$ cat config.mk
export PLATFORM = sky130hd
export DESIGN_NAME = multicycle_ctrl_flat
export DESIGN_NICKNAME = d
export VERILOG_FILES = /design/src/rtl/mcpu_ctrl_pkg.sv /design/src/rtl/multicycle_ctrl_if.sv /design/src/rtl/mcpu_op_decode.sv /design/src/rtl/multicycle_ctrl.sv /design/src/flat_wrapper.sv
export SDC_FILE = /design/constraint.sdc
export NUM_CORES = 1
export LEC_CHECK = 0
export CAP_MARGIN = 5
export CORE_MARGIN = 2
export CORE_UTILIZATION = 40
export CTS_CLUSTER_DIAMETER = 200
export CTS_CLUSTER_SIZE = 8
export DETAILED_ROUTE_END_ITERATION = 8
export PLACE_DENSITY_LB_ADDON = 0.08
export SLEW_MARGIN = 20
export SYNTH_ARGS = -nofsm -noshare
export SYNTH_HDL_FRONTEND = slang
export SYNTH_SLANG_ARGS = --single-unit
export TNS_END_PERCENT = 1
$ cat constraint.sdc
create_clock -name Clk -period 2.1 [get_ports Clk]
set_input_delay 0.42 -clock Clk [delete_from_list [all_inputs] [get_ports Clk]]
set_output_delay 0.42 -clock Clk [all_outputs]
set_load 0.05 [all_outputs]
$ cat src/rtl/mcpu_ctrl_pkg.sv
`default_nettype none
// ============================================================================
// mcpu_ctrl_pkg : opcode/funct constants, state and select encodings for the
//                 MicroCPU multi-cycle controller.
// Revision      : 1.0
// ============================================================================
package mcpu_ctrl_pkg;

    localparam logic [5:0] OP_RTYPE   = 6'h00;
    localparam logic [5:0] OP_J       = 6'h02;
    localparam logic [5:0] OP_BEQ     = 6'h04;
    localparam logic [5:0] OP_BNE     = 6'h05;
    localparam logic [5:0] OP_ADDI    = 6'h08;
    localparam logic [5:0] OP_SLTI    = 6'h0A;
    localparam logic [5:0] OP_ANDI    = 6'h0C;
    localparam logic [5:0] OP_ORI     = 6'h0D;
    localparam logic [5:0] OP_LUI     = 6'h0F;
    localparam logic [5:0] OP_LW      = 6'h23;
    localparam logic [5:0] OP_SW      = 6'h2B;
    localparam logic [5:0] FN_SYSCALL = 6'h0C;

    localparam logic [1:0] EXT_ZERO = 2'b00;
    localparam logic [1:0] EXT_SIGN = 2'b01;
    localparam logic [1:0] EXT_LUI  = 2'b10;

    localparam logic [1:0] SRCB_B      = 2'b00;
    localparam logic [1:0] SRCB_FOUR   = 2'b01;
    localparam logic [1:0] SRCB_IMM    = 2'b10;
    localparam logic [1:0] SRCB_IMM_SH = 2'b11;

    localparam logic [2:0] ALU_ADD   = 3'b000;
    localparam logic [2:0] ALU_SUB   = 3'b001;
    localparam logic [2:0] ALU_FUNCT = 3'b010;
    localparam logic [2:0] ALU_AND   = 3'b011;
    localparam logic [2:0] ALU_OR    = 3'b100;
    localparam logic [2:0] ALU_SLT   = 3'b101;
    localparam logic [2:0] ALU_LUI   = 3'b110;

    localparam logic [1:0] PCS_ALU    = 2'b00;
    localparam logic [1:0] PCS_ALUOUT = 2'b01;
    localparam logic [1:0] PCS_JUMP   = 2'b10;

    typedef enum logic [3:0] {
        S_IDLE     = 4'd0,
        S_FETCH    = 4'd1,
        S_DECODE   = 4'd2,
        S_EXEC_R   = 4'd3,
        S_WB_R     = 4'd4,
        S_EXEC_I   = 4'd5,
        S_WB_I     = 4'd6,
        S_MEM_ADDR = 4'd7,
        S_MEM_RD   = 4'd8,
        S_MEM_WB   = 4'd9,
        S_MEM_WR   = 4'd10,
        S_BRANCH   = 4'd11,
        S_JUMP     = 4'd12,
        S_HALT     = 4'd13
    } state_t;

    typedef enum logic [3:0] {
        CL_R   = 4'd0,
        CL_I   = 4'd1,
        CL_LW  = 4'd2,
        CL_SW  = 4'd3,
        CL_BEQ = 4'd4,
        CL_BNE = 4'd5,
        CL_J   = 4'd6,
        CL_SYS = 4'd7,
        CL_ILL = 4'd8
    } cls_t;

endpackage
`default_nettype wire

$ cat src/rtl/multicycle_ctrl_if.sv
`default_nettype none
// ============================================================================
// multicycle_ctrl_if : controller <-> datapath signal bundle.
//                      MEM_READY_EN adds the MemReady handshake input.
// Revision           : 1.0
// ============================================================================
interface multicycle_ctrl_if #(
    parameter int OP_W = 6,
    parameter int FN_W = 6,
    parameter int ST_W = 4
);
    logic            Go;
    logic [OP_W-1:0] Op;
    logic [FN_W-1:0] Funct;
    logic            Zero;
`ifdef MEM_READY_EN
    logic            MemReady;
`endif
    logic            PCWrite;
    logic            IRWrite;
    logic            MemRead;
    logic            MemWrite;
    logic            RegWrite;
    logic            RegDst;
    logic            MemToReg;
    logic            ALUSrcA;
    logic [1:0]      ALUSrcB;
    logic [2:0]      ALUOp;
    logic [1:0]      ExtOp;
    logic [1:0]      PCSrc;
    logic            Halted;
    logic            IllegalOp;
    logic [ST_W-1:0] State;

    modport master (
        input  Go, Op, Funct, Zero,
`ifdef MEM_READY_EN
        input  MemReady,
`endif
        output PCWrite, IRWrite, MemRead, MemWrite, RegWrite, RegDst, MemToReg,
        output ALUSrcA, ALUSrcB, ALUOp, ExtOp, PCSrc, Halted, IllegalOp, State
    );

    modport slave (
        output Go, Op, Funct, Zero,
`ifdef MEM_READY_EN
        output MemReady,
`endif
        input  PCWrite, IRWrite, MemRead, MemWrite, RegWrite, RegDst, MemToReg,
        input  ALUSrcA, ALUSrcB, ALUOp, ExtOp, PCSrc, Halted, IllegalOp, State
    );
endinterface
`default_nettype wire

$ cat src/rtl/mcpu_op_decode.sv
`default_nettype none
// ============================================================================
// mcpu_op_decode : Op/Funct -> instruction class, ExtOp and I-type ALUOp.
// Revision       : 1.0
// ============================================================================
module mcpu_op_decode
    import mcpu_ctrl_pkg::*;
#(
    parameter int OP_W = 6,
    parameter int FN_W = 6
) (
    input  logic [OP_W-1:0] op_i,
    input  logic [FN_W-1:0] funct_i,
    output cls_t            cls_o,
    output logic [1:0]      ext_op_o,
    output logic [2:0]      alu_op_o
);
    always_comb begin
        cls_o    = CL_ILL;
        ext_op_o = EXT_ZERO;
        alu_op_o = ALU_ADD;
        case (op_i)
            OP_RTYPE: cls_o = (funct_i == FN_SYSCALL) ? CL_SYS : CL_R;
            OP_ADDI:  begin cls_o = CL_I;   ext_op_o = EXT_SIGN; end
            OP_SLTI:  begin cls_o = CL_I;   ext_op_o = EXT_SIGN; alu_op_o = ALU_SLT; end
            OP_ANDI:  begin cls_o = CL_I;   alu_op_o = ALU_AND; end
            OP_ORI:   begin cls_o = CL_I;   alu_op_o = ALU_OR;  end
            OP_LUI:   begin cls_o = CL_I;   ext_op_o = EXT_LUI;  alu_op_o = ALU_LUI; end
            OP_LW:    begin cls_o = CL_LW;  ext_op_o = EXT_SIGN; end
            OP_SW:    begin cls_o = CL_SW;  ext_op_o = EXT_SIGN; end
            OP_BEQ:   begin cls_o = CL_BEQ; ext_op_o = EXT_SIGN; end
            OP_BNE:   begin cls_o = CL_BNE; ext_op_o = EXT_SIGN; end
            OP_J:     cls_o = CL_J;
            default:  cls_o = CL_ILL;
        endcase
    end
endmodule
`default_nettype wire

$ cat src/rtl/multicycle_ctrl.sv
`default_nettype none
// ============================================================================
// multicycle_ctrl : multi-cycle fetch/decode/execute control FSM for MicroCPU.
//                   MEM_READY_EN stalls FETCH/MEM_RD/MEM_WR on MemReady.
// Revision        : 1.0
// ============================================================================
module multicycle_ctrl
    import mcpu_ctrl_pkg::*;
#(
    parameter int OP_W = 6,
    parameter int FN_W = 6,
    parameter int ST_W = 4
) (
    input  logic              Clk,
    input  logic              Reset,
    multicycle_ctrl_if.master bus
);
    state_t     state_q;
    cls_t       w_cls;
    logic [1:0] w_ext;
    logic [2:0] w_alu_i;
    logic       w_mem_rdy;

`ifdef MEM_READY_EN
    assign w_mem_rdy = bus.MemReady;
`else
    assign w_mem_rdy = 1'b1;
`endif

    mcpu_op_decode #(
        .OP_W (OP_W),
        .FN_W (FN_W)
    ) u_dec (
        .op_i     (bus.Op),
        .funct_i  (bus.Funct),
        .cls_o    (w_cls),
        .ext_op_o (w_ext),
        .alu_op_o (w_alu_i)
    );

    always_ff @(posedge Clk or posedge Reset) begin
        if (Reset) begin
            state_q <= S_IDLE;
        end else begin
            case (state_q)
                S_IDLE:     if (bus.Go) state_q <= S_FETCH;
                S_FETCH:    if (w_mem_rdy) state_q <= S_DECODE;
                S_DECODE: begin
                    case (w_cls)
                        CL_R:          state_q <= S_EXEC_R;
                        CL_I:          state_q <= S_EXEC_I;
                        CL_LW, CL_SW:  state_q <= S_MEM_ADDR;
                        CL_BEQ, CL_BNE: state_q <= S_BRANCH;
                        CL_J:          state_q <= S_JUMP;
                        CL_SYS:        state_q <= S_HALT;
                        default:       state_q <= S_FETCH;
                    endcase
                end
                S_EXEC_R:   state_q <= S_WB_R;
                S_EXEC_I:   state_q <= S_WB_I;
                S_MEM_ADDR: state_q <= (w_cls == CL_SW) ? S_MEM_WR : S_MEM_RD;
                S_MEM_RD:   if (w_mem_rdy) state_q <= S_MEM_WB;
                S_MEM_WR:   if (w_mem_rdy) state_q <= S_FETCH;
                S_HALT:     state_q <= S_HALT;
                S_WB_R, S_WB_I, S_MEM_WB, S_BRANCH, S_JUMP: state_q <= S_FETCH;
                default:    state_q <= S_IDLE;
            endcase
        end
    end

    // Outputs decode straight from the state so an async reset kills strobes at once.
    always_comb begin
        bus.PCWrite   = 1'b0;
        bus.IRWrite   = 1'b0;
        bus.MemRead   = 1'b0;
        bus.MemWrite  = 1'b0;
        bus.RegWrite  = 1'b0;
        bus.RegDst    = 1'b0;
        bus.MemToReg  = 1'b0;
        bus.ALUSrcA   = 1'b0;
        bus.ALUSrcB   = SRCB_B;
        bus.ALUOp     = ALU_ADD;
        bus.ExtOp     = EXT_ZERO;
        bus.PCSrc     = PCS_ALU;
        bus.Halted    = 1'b0;
        bus.IllegalOp = 1'b0;
        bus.State     = ST_W'(state_q);
        case (state_q)
            S_FETCH: begin
                bus.MemRead = 1'b1;
                bus.IRWrite = w_mem_rdy;
                bus.PCWrite = w_mem_rdy;
                bus.ALUSrcB = SRCB_FOUR;
            end
            S_DECODE: begin
                bus.ALUSrcB   = SRCB_IMM_SH;
                bus.ExtOp     = EXT_SIGN;
                bus.IllegalOp = (w_cls == CL_ILL);
            end
            S_EXEC_R: begin
                bus.ALUSrcA = 1'b1;
                bus.ALUOp   = ALU_FUNCT;
                bus.ExtOp   = w_ext;
            end
            S_WB_R: begin
                bus.RegDst   = 1'b1;
                bus.RegWrite = 1'b1;
                bus.ExtOp    = w_ext;
            end
            S_EXEC_I: begin
                bus.ALUSrcA = 1'b1;
                bus.ALUSrcB = SRCB_IMM;
                bus.ALUOp   = w_alu_i;
                bus.ExtOp   = w_ext;
            end
            S_WB_I: begin
                bus.RegWrite = 1'b1;
                bus.ExtOp    = w_ext;
            end
            S_MEM_ADDR: begin
                bus.ALUSrcA = 1'b1;
                bus.ALUSrcB = SRCB_IMM;
                bus.ExtOp   = w_ext;
            end
            S_MEM_RD: begin
                bus.MemRead = 1'b1;
                bus.ExtOp   = w_ext;
            end
            S_MEM_WB: begin
                bus.MemToReg = 1'b1;
                bus.RegWrite = 1'b1;
                bus.ExtOp    = w_ext;
            end
            S_MEM_WR: begin
                bus.MemWrite = 1'b1;
                bus.ExtOp    = w_ext;
            end
            S_BRANCH: begin
                bus.ALUSrcA = 1'b1;
                bus.ALUOp   = ALU_SUB;
                bus.PCSrc   = PCS_ALUOUT;
                bus.PCWrite = (w_cls == CL_BNE) ? ~bus.Zero : bus.Zero;
                bus.ExtOp   = w_ext;
            end
            S_JUMP: begin
                bus.PCSrc   = PCS_JUMP;
                bus.PCWrite = 1'b1;
                bus.ExtOp   = w_ext;
            end
            S_HALT:  bus.Halted = 1'b1;
            default: ;
        endcase
    end
endmodule
`default_nettype wire

$ cat src/flat_wrapper.sv
// flat-port wrapper written by rule: the top's interface ports become plain ports
module multicycle_ctrl_flat import mcpu_ctrl_pkg::*;
#(
    parameter int OP_W = 6,
    parameter int FN_W = 6,
    parameter int ST_W = 4
)
  (Clk, Reset, bus_Go, bus_Op, bus_Funct, bus_Zero, bus_PCWrite, bus_IRWrite, bus_MemRead, bus_MemWrite, bus_RegWrite, bus_RegDst, bus_MemToReg, bus_ALUSrcA, bus_ALUSrcB, bus_ALUOp, bus_ExtOp, bus_PCSrc, bus_Halted, bus_IllegalOp, bus_State);
  multicycle_ctrl_if #(.OP_W(OP_W), .FN_W(FN_W), .ST_W(ST_W)) bus_i ();
  input  logic Clk;
  input  logic Reset;
  input wire logic [$bits(bus_i.Go)-1:0] bus_Go;
  input wire logic [$bits(bus_i.Op)-1:0] bus_Op;
  input wire logic [$bits(bus_i.Funct)-1:0] bus_Funct;
  input wire logic [$bits(bus_i.Zero)-1:0] bus_Zero;
  output wire logic [$bits(bus_i.PCWrite)-1:0] bus_PCWrite;
  output wire logic [$bits(bus_i.IRWrite)-1:0] bus_IRWrite;
  output wire logic [$bits(bus_i.MemRead)-1:0] bus_MemRead;
  output wire logic [$bits(bus_i.MemWrite)-1:0] bus_MemWrite;
  output wire logic [$bits(bus_i.RegWrite)-1:0] bus_RegWrite;
  output wire logic [$bits(bus_i.RegDst)-1:0] bus_RegDst;
  output wire logic [$bits(bus_i.MemToReg)-1:0] bus_MemToReg;
  output wire logic [$bits(bus_i.ALUSrcA)-1:0] bus_ALUSrcA;
  output wire logic [$bits(bus_i.ALUSrcB)-1:0] bus_ALUSrcB;
  output wire logic [$bits(bus_i.ALUOp)-1:0] bus_ALUOp;
  output wire logic [$bits(bus_i.ExtOp)-1:0] bus_ExtOp;
  output wire logic [$bits(bus_i.PCSrc)-1:0] bus_PCSrc;
  output wire logic [$bits(bus_i.Halted)-1:0] bus_Halted;
  output wire logic [$bits(bus_i.IllegalOp)-1:0] bus_IllegalOp;
  output wire logic [$bits(bus_i.State)-1:0] bus_State;
  assign bus_i.Go = bus_Go;
  assign bus_i.Op = bus_Op;
  assign bus_i.Funct = bus_Funct;
  assign bus_i.Zero = bus_Zero;
  assign bus_PCWrite = bus_i.PCWrite;
  assign bus_IRWrite = bus_i.IRWrite;
  assign bus_MemRead = bus_i.MemRead;
  assign bus_MemWrite = bus_i.MemWrite;
  assign bus_RegWrite = bus_i.RegWrite;
  assign bus_RegDst = bus_i.RegDst;
  assign bus_MemToReg = bus_i.MemToReg;
  assign bus_ALUSrcA = bus_i.ALUSrcA;
  assign bus_ALUSrcB = bus_i.ALUSrcB;
  assign bus_ALUOp = bus_i.ALUOp;
  assign bus_ExtOp = bus_i.ExtOp;
  assign bus_PCSrc = bus_i.PCSrc;
  assign bus_Halted = bus_i.Halted;
  assign bus_IllegalOp = bus_i.IllegalOp;
  assign bus_State = bus_i.State;
  multicycle_ctrl #(.OP_W(OP_W), .FN_W(FN_W), .ST_W(ST_W)) u_core (.Clk(Clk), .Reset(Reset), .bus(bus_i));
endmodule
==> metrics.txt, run 1 <==
status complete, no violations; Port Buf Inserts 38; DIE HEIGHT 49.8 µm; # fillers 104; Cell Rows 16; initial antenna violation count 0; Mapped Cells between 100 and 150; Pins Over Slew Limit 0; area growth from synthesis to layout 105%; fin crit period 2.08 ns; num ports 39; share of layout cells above drive strength 1 0.543; Max FO, Critical Path 2; CTS tree built; Primary FF master, synth dfrtp_1; final setup fails 0; DR WL/cell 17.4 µm; internal power around 1.0 mW; Initial DRC Count 52; Initial Util 0.428; Routed Antenna Nets 0; worst path arrival time 1.66 ns; leading cell type in the layout, fill and taps excluded buf_4; asr flop ratio synth 1.00; hold_buf cts 0; Fin Setup TNS 0 ns; Post-synth EDFFs 0; synthesized cell area 840 µm²; core area 0.00196 mm²; Max-Slew Margin vs Limit 0.721; Synth Net Count 129; critical setup path kind in2out; grt total ovfl 0; sw power roughly 1.3 mW; vias post-DR between 1000 and 1500; post-DP HPWL around 2400 µm; WHS 0.361 ns; Finished Cell Area 0.00172 mm²; clk buf depth 2; flop2flop setup slack 0.75 ns; sequential fraction of the synthesis area 0.119; max-cap violation count 0; Die Wd 49.8 µm; Leak Pwr 0.722 nW; Synth Area per Inst 7.43 µm²; Clock Sinks 4; Peak VDD IR approximately 1700 µV; Final Skew roughly 0.00024 ns; Hold Vio Cnt, Final 0; fin nets about 190; sw frac 0.544; Final Cycle Share 0.992; pre-CTS setup slack -0.357 ns; Unique masters post-synth 50; power share of the combinational group 0.872; gr usage total 0.295; Tightest Pin Transition 0.413 ns; total wire length 3480 µm; Worst EP required 1.68 ns; Area after DPL 0.00160 mm²; Seq pwr share 0.088; unrepaired setup endpoints after global routing true; pwr/cell area 1340 mW/mm²; yosys warns 0; global-route wire length before repair 5600 µm; most frequent cells in the layout 33 x buf_4, 18 x buf_12, 11 x nor2_1; drt first pass iters 4; startpoint types primary input; Clk pin slew, worst setup/hold paths 0.03 ns; GP Congestion 0.858; max reg flops 4; #FFs+latches synth 4; vias in the first global route 1196; Antenna Diode Count 0; post-route worst setup slack around 0.017 ns; TritonCTS buffer count 3; Vias/cell 5.67; maximum clock frequency 0.480 GHz; worst skew pair latency 0.23 ns; clock share of power 0.040; clk root buf clkbuf_4; Crit. End Element primary output; htree depth 1; residual DRC count 0; die area around 0.0025 mm²; largest net degree at the start of global routing 18; Hold Crit Class in2async
==> final cells by class <==
class | instances | area, µm² | share of cell area
multi-input combinational | 97 | 768 | 0.447
clock buffer | 3 | 22.5 | 0.0131
sequential | 4 | 104 | 0.0604
inverter | 2 | 7.51 | 0.00436
timing repair buffer | 67 | 785 | 0.456
tap | 27 | 33.8 | 0.0196
==> cell families after synthesis <==
group	share of synthesized area
AOI/OAI and AO/OA	0.212
xor gates and xnor gates	0.0626
buffers and inverters	0.106
DFF	0.119
muxes	0.0373
and+or+nand+nor	0.464
==> cell usage after synthesis (all sizes together), types with 2 or more instances <==
cell     n  area share
nor2    13       0.058
nand2   10       0.045
buf      8       0.083
a21oi    7       0.042
nand2b   7       0.052
nand3    5       0.036
dfrtp    4        0.12
nor2b    4       0.033
nor3     4       0.024
o21ai    4       0.028
xnor2    4       0.042
a211oi   3       0.039
nor4     3       0.048
o22ai    3       0.030
a21o     2       0.018
a31oi    2       0.015
clkbuf   2       0.013
inv      2      0.0089
mux2i    2       0.024
nand3b   2       0.018
nand4    2       0.015
nor3b    2       0.024
or2      2       0.015
xor2     2       0.021
==> path summary, 6_finish.rpt <==
kind / startpoint / endpoint / cells after the start
worst min register to register: u_core.bus.State[1]$_DFFE_PP0P_ / u_core.bus.State[0]$_DFFE_PP0P_ / 2
worst max-delay path: bus_Op[1] / bus_PCWrite / 7
worst min-delay path: Reset / u_core.bus.State[0]$_DFFE_PP0P_ / 2
min in group Clk: u_core.bus.State[1]$_DFFE_PP0P_ / u_core.bus.State[0]$_DFFE_PP0P_ / 2
max in group asynchronous: Reset / u_core.bus.State[1]$_DFFE_PP0P_ / 2
worst max register to register: u_core.bus.State[1]$_DFFE_PP0P_ / u_core.bus.State[0]$_DFFE_PP0P_ / 6
==> layer usage <==
layer	global-route usage	vias to the layer above	wire, µm
li1	-	528	-
met1	0.347	521	1320
met2	0.493	67	1770
met3	0.0394	18	210
met4	0.199	0	176
met5	0	-	0
==> worst max-delay path, cell delays in order <==
cell     delay, ns
buf_6         0.11
nor4b_4       0.33
and2b_1       0.23
nand2_2       0.07
xor2_2        0.15
o22ai_2       0.19
buf_12        0.16
==> per-stage QoR <==
step | power, mW | util | instances
after floorplan | 1.29 | - | 113
after global placement | 2.05 | 0.814 | 194
after detailed placement | 2.09 | 0.814 | 194
after CTS | 2.24 | 0.858 | 199
after global routing | 2.39 | 0.877 | 200
final | 2.30 | 0.877 | 200
==> power groups by stage <==
stage	clock network [mW]	logic (mW)	registers, mW
6_report	0.0929	2.01	0.203
3_5_place_dp	0	1.91	0.182
2_1_floorplan	0	1.03	0.264
4_1_cts	0.0975	1.96	0.183
3_3_place_gp	0	1.87	0.177
5_1_grt	0.104	2.08	0.207
==> repair_timing <==
| action | in CTS | in global routing |
|---|---|---|
| gates resized for setup | 27 | 21 |
| setup endpoints to repair | 8 | 10 |
| setup buffers | 2 | 1 |
| pin swaps | 9 | 8 |
| hold endpoints to repair | 0 | 0 |
No activity file was read; power rests on OpenSTA's default activity.
==> inputs of run 2 (changes only) <==
--- a/config.mk
+++ b/config.mk
@@ -12,6 +12,7 @@
 export CTS_CLUSTER_SIZE = 8
 export DETAILED_ROUTE_END_ITERATION = 8
 export PLACE_DENSITY_LB_ADDON = 0.08
+export REMOVE_ABC_BUFFERS = 1
 export SLEW_MARGIN = 20
 export SYNTH_ARGS = -nofsm -noshare
 export SYNTH_HDL_FRONTEND = slang
==> run 2 against run 1 <==
  * Clock skew grew 0.0077 ns
  * Hold slack improved by 0.024 ns
  * Largest power group unchanged
  * Non-clock buffer count is 3 higher
  * Clock power rose by 2.9%
  * Critical path depth decreased by 3
  * Core utilization shrank 1.4 points
==> metrics.txt, run 2 (synthesized netlist as in run 1, its figures left out) <==
pwr/cell area 1340 mW/mm²; CP max stage delay 0.50 ns; Final Skew about 0.0079 ns; maximum clock frequency 0.487 GHz; Port Buf Inserts 38; worst skew pair latency about 0.23 ns; most frequent cells in the layout 32 x buf_4, 19 x buf_12, 11 x nor2_1; clk buf depth 2; Hold Vio Cnt, Final 0; residual DRC count 0; Final Cycle Share 0.977; critical setup path kind reg2out; cells on worst reg2reg path 5; worst path arrival time 1.63 ns; fin nets 194; Die Wd 49.8 µm; drt first pass iters 4; max reg flops 4; final setup fails 0; Initial Util 0.428; max-cap violation count 0; Area after DPL approximately 0.0015 mm²; num ports 39; Max-Slew Margin vs Limit 0.709; gr usage total 0.254; Setup crit end bus_RegWrite; fin crit period 2.05 ns; Hold Crit Class in2async; vias in the first global route 1089; Fin Setup TNS 0 ns; share of layout cells above drive strength 1 0.523; vias post-DR 1154; flop2flop setup slack 0.71 ns; DR WL/cell about 15 µm; total wire length 3140 µm; CTS tree built; Max FO, Critical Path 12; die area 0.00248 mm²; global-route wire length before repair 4930 µm; post-DP HPWL between 2000 and 2500 µm; worst-path cell chain or2_1, nor2_1, a21o_1, buf_12; core area 0.00196 mm²; crit path from u_core.bus.State[1]$_DFFE_PP0P_; startpoint types flip-flop; Pins Over Slew Limit 0; Leak Pwr 0.712 nW; Worst R2R Start u_core.bus.State[3]$_DFFE_PP0P_; htree depth 1; Clk pin slew, worst setup/hold paths 0.04 ns; GP Congestion 0.790; TritonCTS buffer count 3; initial antenna violation count 0; grt total ovfl 0; Routed Antenna Nets 0; # fillers 119; CP delay by family, top simple AND/OR/NAND/NOR gates; Antenna Diode Count 0; Cell Rows 16; path length in cells of the critical path 4; largest net degree at the start of global routing 13; DIE HEIGHT between 40 and 50 µm; Vias/cell 5.68; Critical-path top delay cell dfrtp_2; Initial DRC Count between 40 and 50; unrepaired setup endpoints after global routing true; Worst EP required 1.68 ns; Crit. End Element primary output; Clock Sinks 4; area growth from synthesis to layout 102%; Peak VDD IR 864 µV; FF-to-FF End u_core.bus.State[1]$_DFFE_PP0P_; leading cell type in the layout, fill and taps excluded buf_4; Finished Cell Area 0.00169 mm²; status complete, no violations; WHS 0.385 ns; Tightest Pin Transition approximately 0.43 ns; clk root buf clkbuf_4; Worst Path Buf+Inv 1
-- run 2: worst min path at each step --
| stage | from | to | slack [ns] |
|---|---|---|---|
| 3_5_place_dp | Reset | u_core.bus.State[0]$_DFFE_PP0P_ | 0.62 |
| 4_1_cts | Reset | u_core.bus.State[3]$_DFFE_PP0P_ | 0.38 |
| 2_1_floorplan | Reset | u_core.bus.State[0]$_DFFE_PP0P_ | 0.19 |
| 5_1_grt | Reset | u_core.bus.State[3]$_DFFE_PP0P_ | 0.40 |
| 6_report | Reset | u_core.bus.State[3]$_DFFE_PP0P_ | 0.38 |
| 3_3_place_gp | Reset | u_core.bus.State[0]$_DFFE_PP0P_ | 0.61 |
-- run 2: stage by stage --
| stage | total power [mW] | utilization | worst slack (ns) | instances |
|---|---|---|---|---|
| 2_1_floorplan | 1.16 | - | -1.23 | 103 |
| 3_3_place_gp | 2.02 | 0.781 | -0.328 | 192 |
| 3_5_place_dp | 2.05 | 0.781 | -0.369 | 192 |
| 4_1_cts | 2.18 | 0.840 | 0.00153 | 201 |
| 5_1_grt | 2.37 | 0.863 | -0.0186 | 203 |
| 6_report | 2.27 | 0.863 | 0.0478 | 203 |
-- run 2: layer usage --
metal	share of wire	track usage	vias up
met5	0	0	-
met4	0.030	0.0741	0
met3	0.052	0.0273	14
met2	0.53	0.527	59
met1	0.38	0.256	540
li1	-	-	541
-- run 2: final cells by class --
class / instances / area (µm²) / area share
Multi-Input combinational cell: 97 / 734 / 0.434
Clock buffer: 3 / 22.5 / 0.0133
Timing Repair Buffer: 70 / 790 / 0.466
Tap cell: 27 / 33.8 / 0.0200
Inverter: 2 / 7.51 / 0.00443
Sequential cell: 4 / 105 / 0.0621
-- run 2: power by group --
| part | switching, mW | internal (mW) | total (mW) |
|---|---|---|---|
| registers | 0.0975 | 0.118 | 0.215 |
| clock network | 0.0316 | 0.0640 | 0.0956 |
| logic | 1.09 | 0.869 | 1.96 |
-- run 2: worst reg2reg max path, stage by stage, from the launching register on --
cell      delay [ns]
dfrtp_2         0.47
nand2b_2        0.26
buf_4           0.18
a211oi_1        0.20
a32oi_1         0.10
o22ai_2         0.11
-- run 2: timing repair --
action,CTS,global route
pin swaps,7,8
endpoints found under the setup margin,7,10
gates resized for setup,28,17
hold buffers,0,0
buffers inserted,6,2
==> inputs of run 3 (changes only) <==
--- a/config.mk
+++ b/config.mk
@@ -7,7 +7,7 @@
 export LEC_CHECK = 0
 export CAP_MARGIN = 5
 export CORE_MARGIN = 2
-export CORE_UTILIZATION = 40
+export CORE_UTILIZATION = 41
 export CTS_CLUSTER_DIAMETER = 200
 export CTS_CLUSTER_SIZE = 8
 export DETAILED_ROUTE_END_ITERATION = 8
==> run 3 against run 2 <==
  * Hold slack worse by 0.0043 ns
  * Global-route usage fell by 2.7 points
  * Clock power fell by 1%
  * Count of clock-buffer cells in the layout did not move
  * Final cell count down 0.49%
  * Final area down 2.0%
  * Largest cell class unchanged
  * Die area shrank 2.3%
  * Critical path depth increased by 2
  * Critical path type is now in2out
==> metrics.txt, run 3 (synthesized netlist as in run 1, its figures left out) <==
status complete, no violations; GP Congestion 0.863; cells on worst reg2reg path 5; most frequent cells in the layout 31 x buf_4, 19 x buf_12, 11 x nor2_1; Worst Path Buf+Inv 3; leading cell type in the layout, fill and taps excluded buf_4; maximum clock frequency 0.488 GHz; fin nets 193; final setup fails 0; unrepaired setup endpoints after global routing true; Util after Layout 0.854; worst path arrival time 1.63 ns; DIE HEIGHT 49.3 µm; Die Wd 49.3 µm; Peak VDD IR 1820 µV; DR WL/cell 13.4 µm; Hold Vio Cnt, Final 0; vias post-DR 1066; Critical-path top delay cell dlygate4sd2_1; Fin Setup TNS 0 ns; Routed Antenna Nets 0; max-cap violation count 0; htree depth 1; Antenna Diode Count 0; startpoint types primary input; grt total ovfl 0; CTS tree built; TritonCTS buffer count 3; Final Cycle Share 0.975; global-route wire length before repair about 4400 µm; clk buf depth 2; die area 0.00243 mm²; max reg flops 4; drt first pass iters 4; Max FO, Critical Path 4; CP max stage delay about 0.29 ns; register area 105 µm²; Pins Over Slew Limit 0; core area between 0.0015 and 0.002 mm²; pwr/cell area 1340 mW/mm²; residual DRC count 0; num ports 39; Clk pin slew, worst setup/hold paths 0.04 ns; vias in the first global route approximately 1000; multi-input combinational cell area 703 µm²; Initial Util 0.432; Worst R2R Start u_core.bus.State[0]$_DFFE_PP0P_; Tightest Pin Transition 0.387 ns; critical setup path kind in2out; Vias/cell 5.28; clk root buf clkbuf_4; worst-path cell chain dlygate4sd2_1, nor3b_2, nand2_1, o41ai_2, buf_4, buf_12; Hold Crit Class in2async; CP delay by family, top buffers and inverters; Port Buf Inserts 38; Worst EP required 1.68 ns; Max-Slew Margin vs Limit 0.738; worst skew pair latency 0.23 ns; Final Skew 0.00409 ns; flop2flop setup slack ~0.8 ns; Cell Rows 16; share of layout cells above drive strength 1 0.497; largest net degree at the start of global routing 13; post-DP HPWL ~2100 µm; Crit. End Element primary output; Initial DRC Count 21; # fillers 121; gr usage total 0.226; total wire length between 2000 and 3000 µm; Leak Pwr 0.697 nW; initial antenna violation count 0; fin crit period 2.05 ns; area growth from synthesis to layout 97.6%; Clock Sinks 4; FF-to-FF End u_core.bus.State[1]$_DFFE_PP0P_
## run 3: metrics by stage
step | setup slack (ns) | total power, mW | area (µm²) | hold slack (ns) | cells
6_report | 0.0526 | 2.22 | 1660 | 0.380 | 202
4_1_cts | -0.0284 | 2.18 | 1620 | 0.377 | 199
3_3_place_gp | -0.301 | 2.02 | 1550 | 0.607 | 194
5_1_grt | -0.0405 | 2.33 | 1660 | 0.397 | 202
2_1_floorplan | -1.23 | 1.16 | 758 | 0.186 | 103
3_5_place_dp | -0.342 | 2.05 | 1550 | 0.629 | 194
## run 3: worst max path at each step
stage | start | to | slack, ns | cells after the start
2_1_floorplan | u_core.bus.State[0]$_DFFE_PP0P_ | bus_ALUOp[0] | -1.23 | 2
3_3_place_gp | bus_Op[5] | bus_IllegalOp | -0.30 | 8
3_5_place_dp | bus_Op[5] | bus_PCWrite | -0.34 | 7
4_1_cts | bus_Op[0] | bus_ExtOp[0] | -0.03 | 7
5_1_grt | bus_Op[4] | bus_ALUOp[0] | -0.04 | 6
6_report | bus_Op[4] | bus_ALUOp[0] | 0.05 | 6
## run 3: power by group
group          switching (mW)  leakage [nW]  internal, mW
clock network          0.0303        0.0138        0.0638
logic                    1.05         0.637         0.860
registers              0.0939        0.0460         0.118
total                    1.18         0.697          1.04
## run 3: cell type report
cell class,count,area share
Clock buffer,3,0.0136
Inverter,2,0.00452
Sequential cell,4,0.0633
Tap cell,27,0.0204
Multi-Input combinational cell,97,0.424
Timing Repair Buffer,69,0.474
## run 3: routing by layer
metal | global-route usage | vias up | wire, µm
li1 | - | 534 | -
met1 | 0.299 | 495 | 1200
met2 | 0.390 | 37 | 1360
met3 | 0.0491 | 0 | 137
met4 | 0.0143 | 0 | 0
met5 | 0 | - | 0
## run 3: what timing repair did
item / in CTS / in global routing
buffers inserted: 2 / 3
hold buffers: 0 / 0
setup endpoints to repair: 8 / 8
gates resized for setup: 23 / 14
pin swaps: 8 / 8
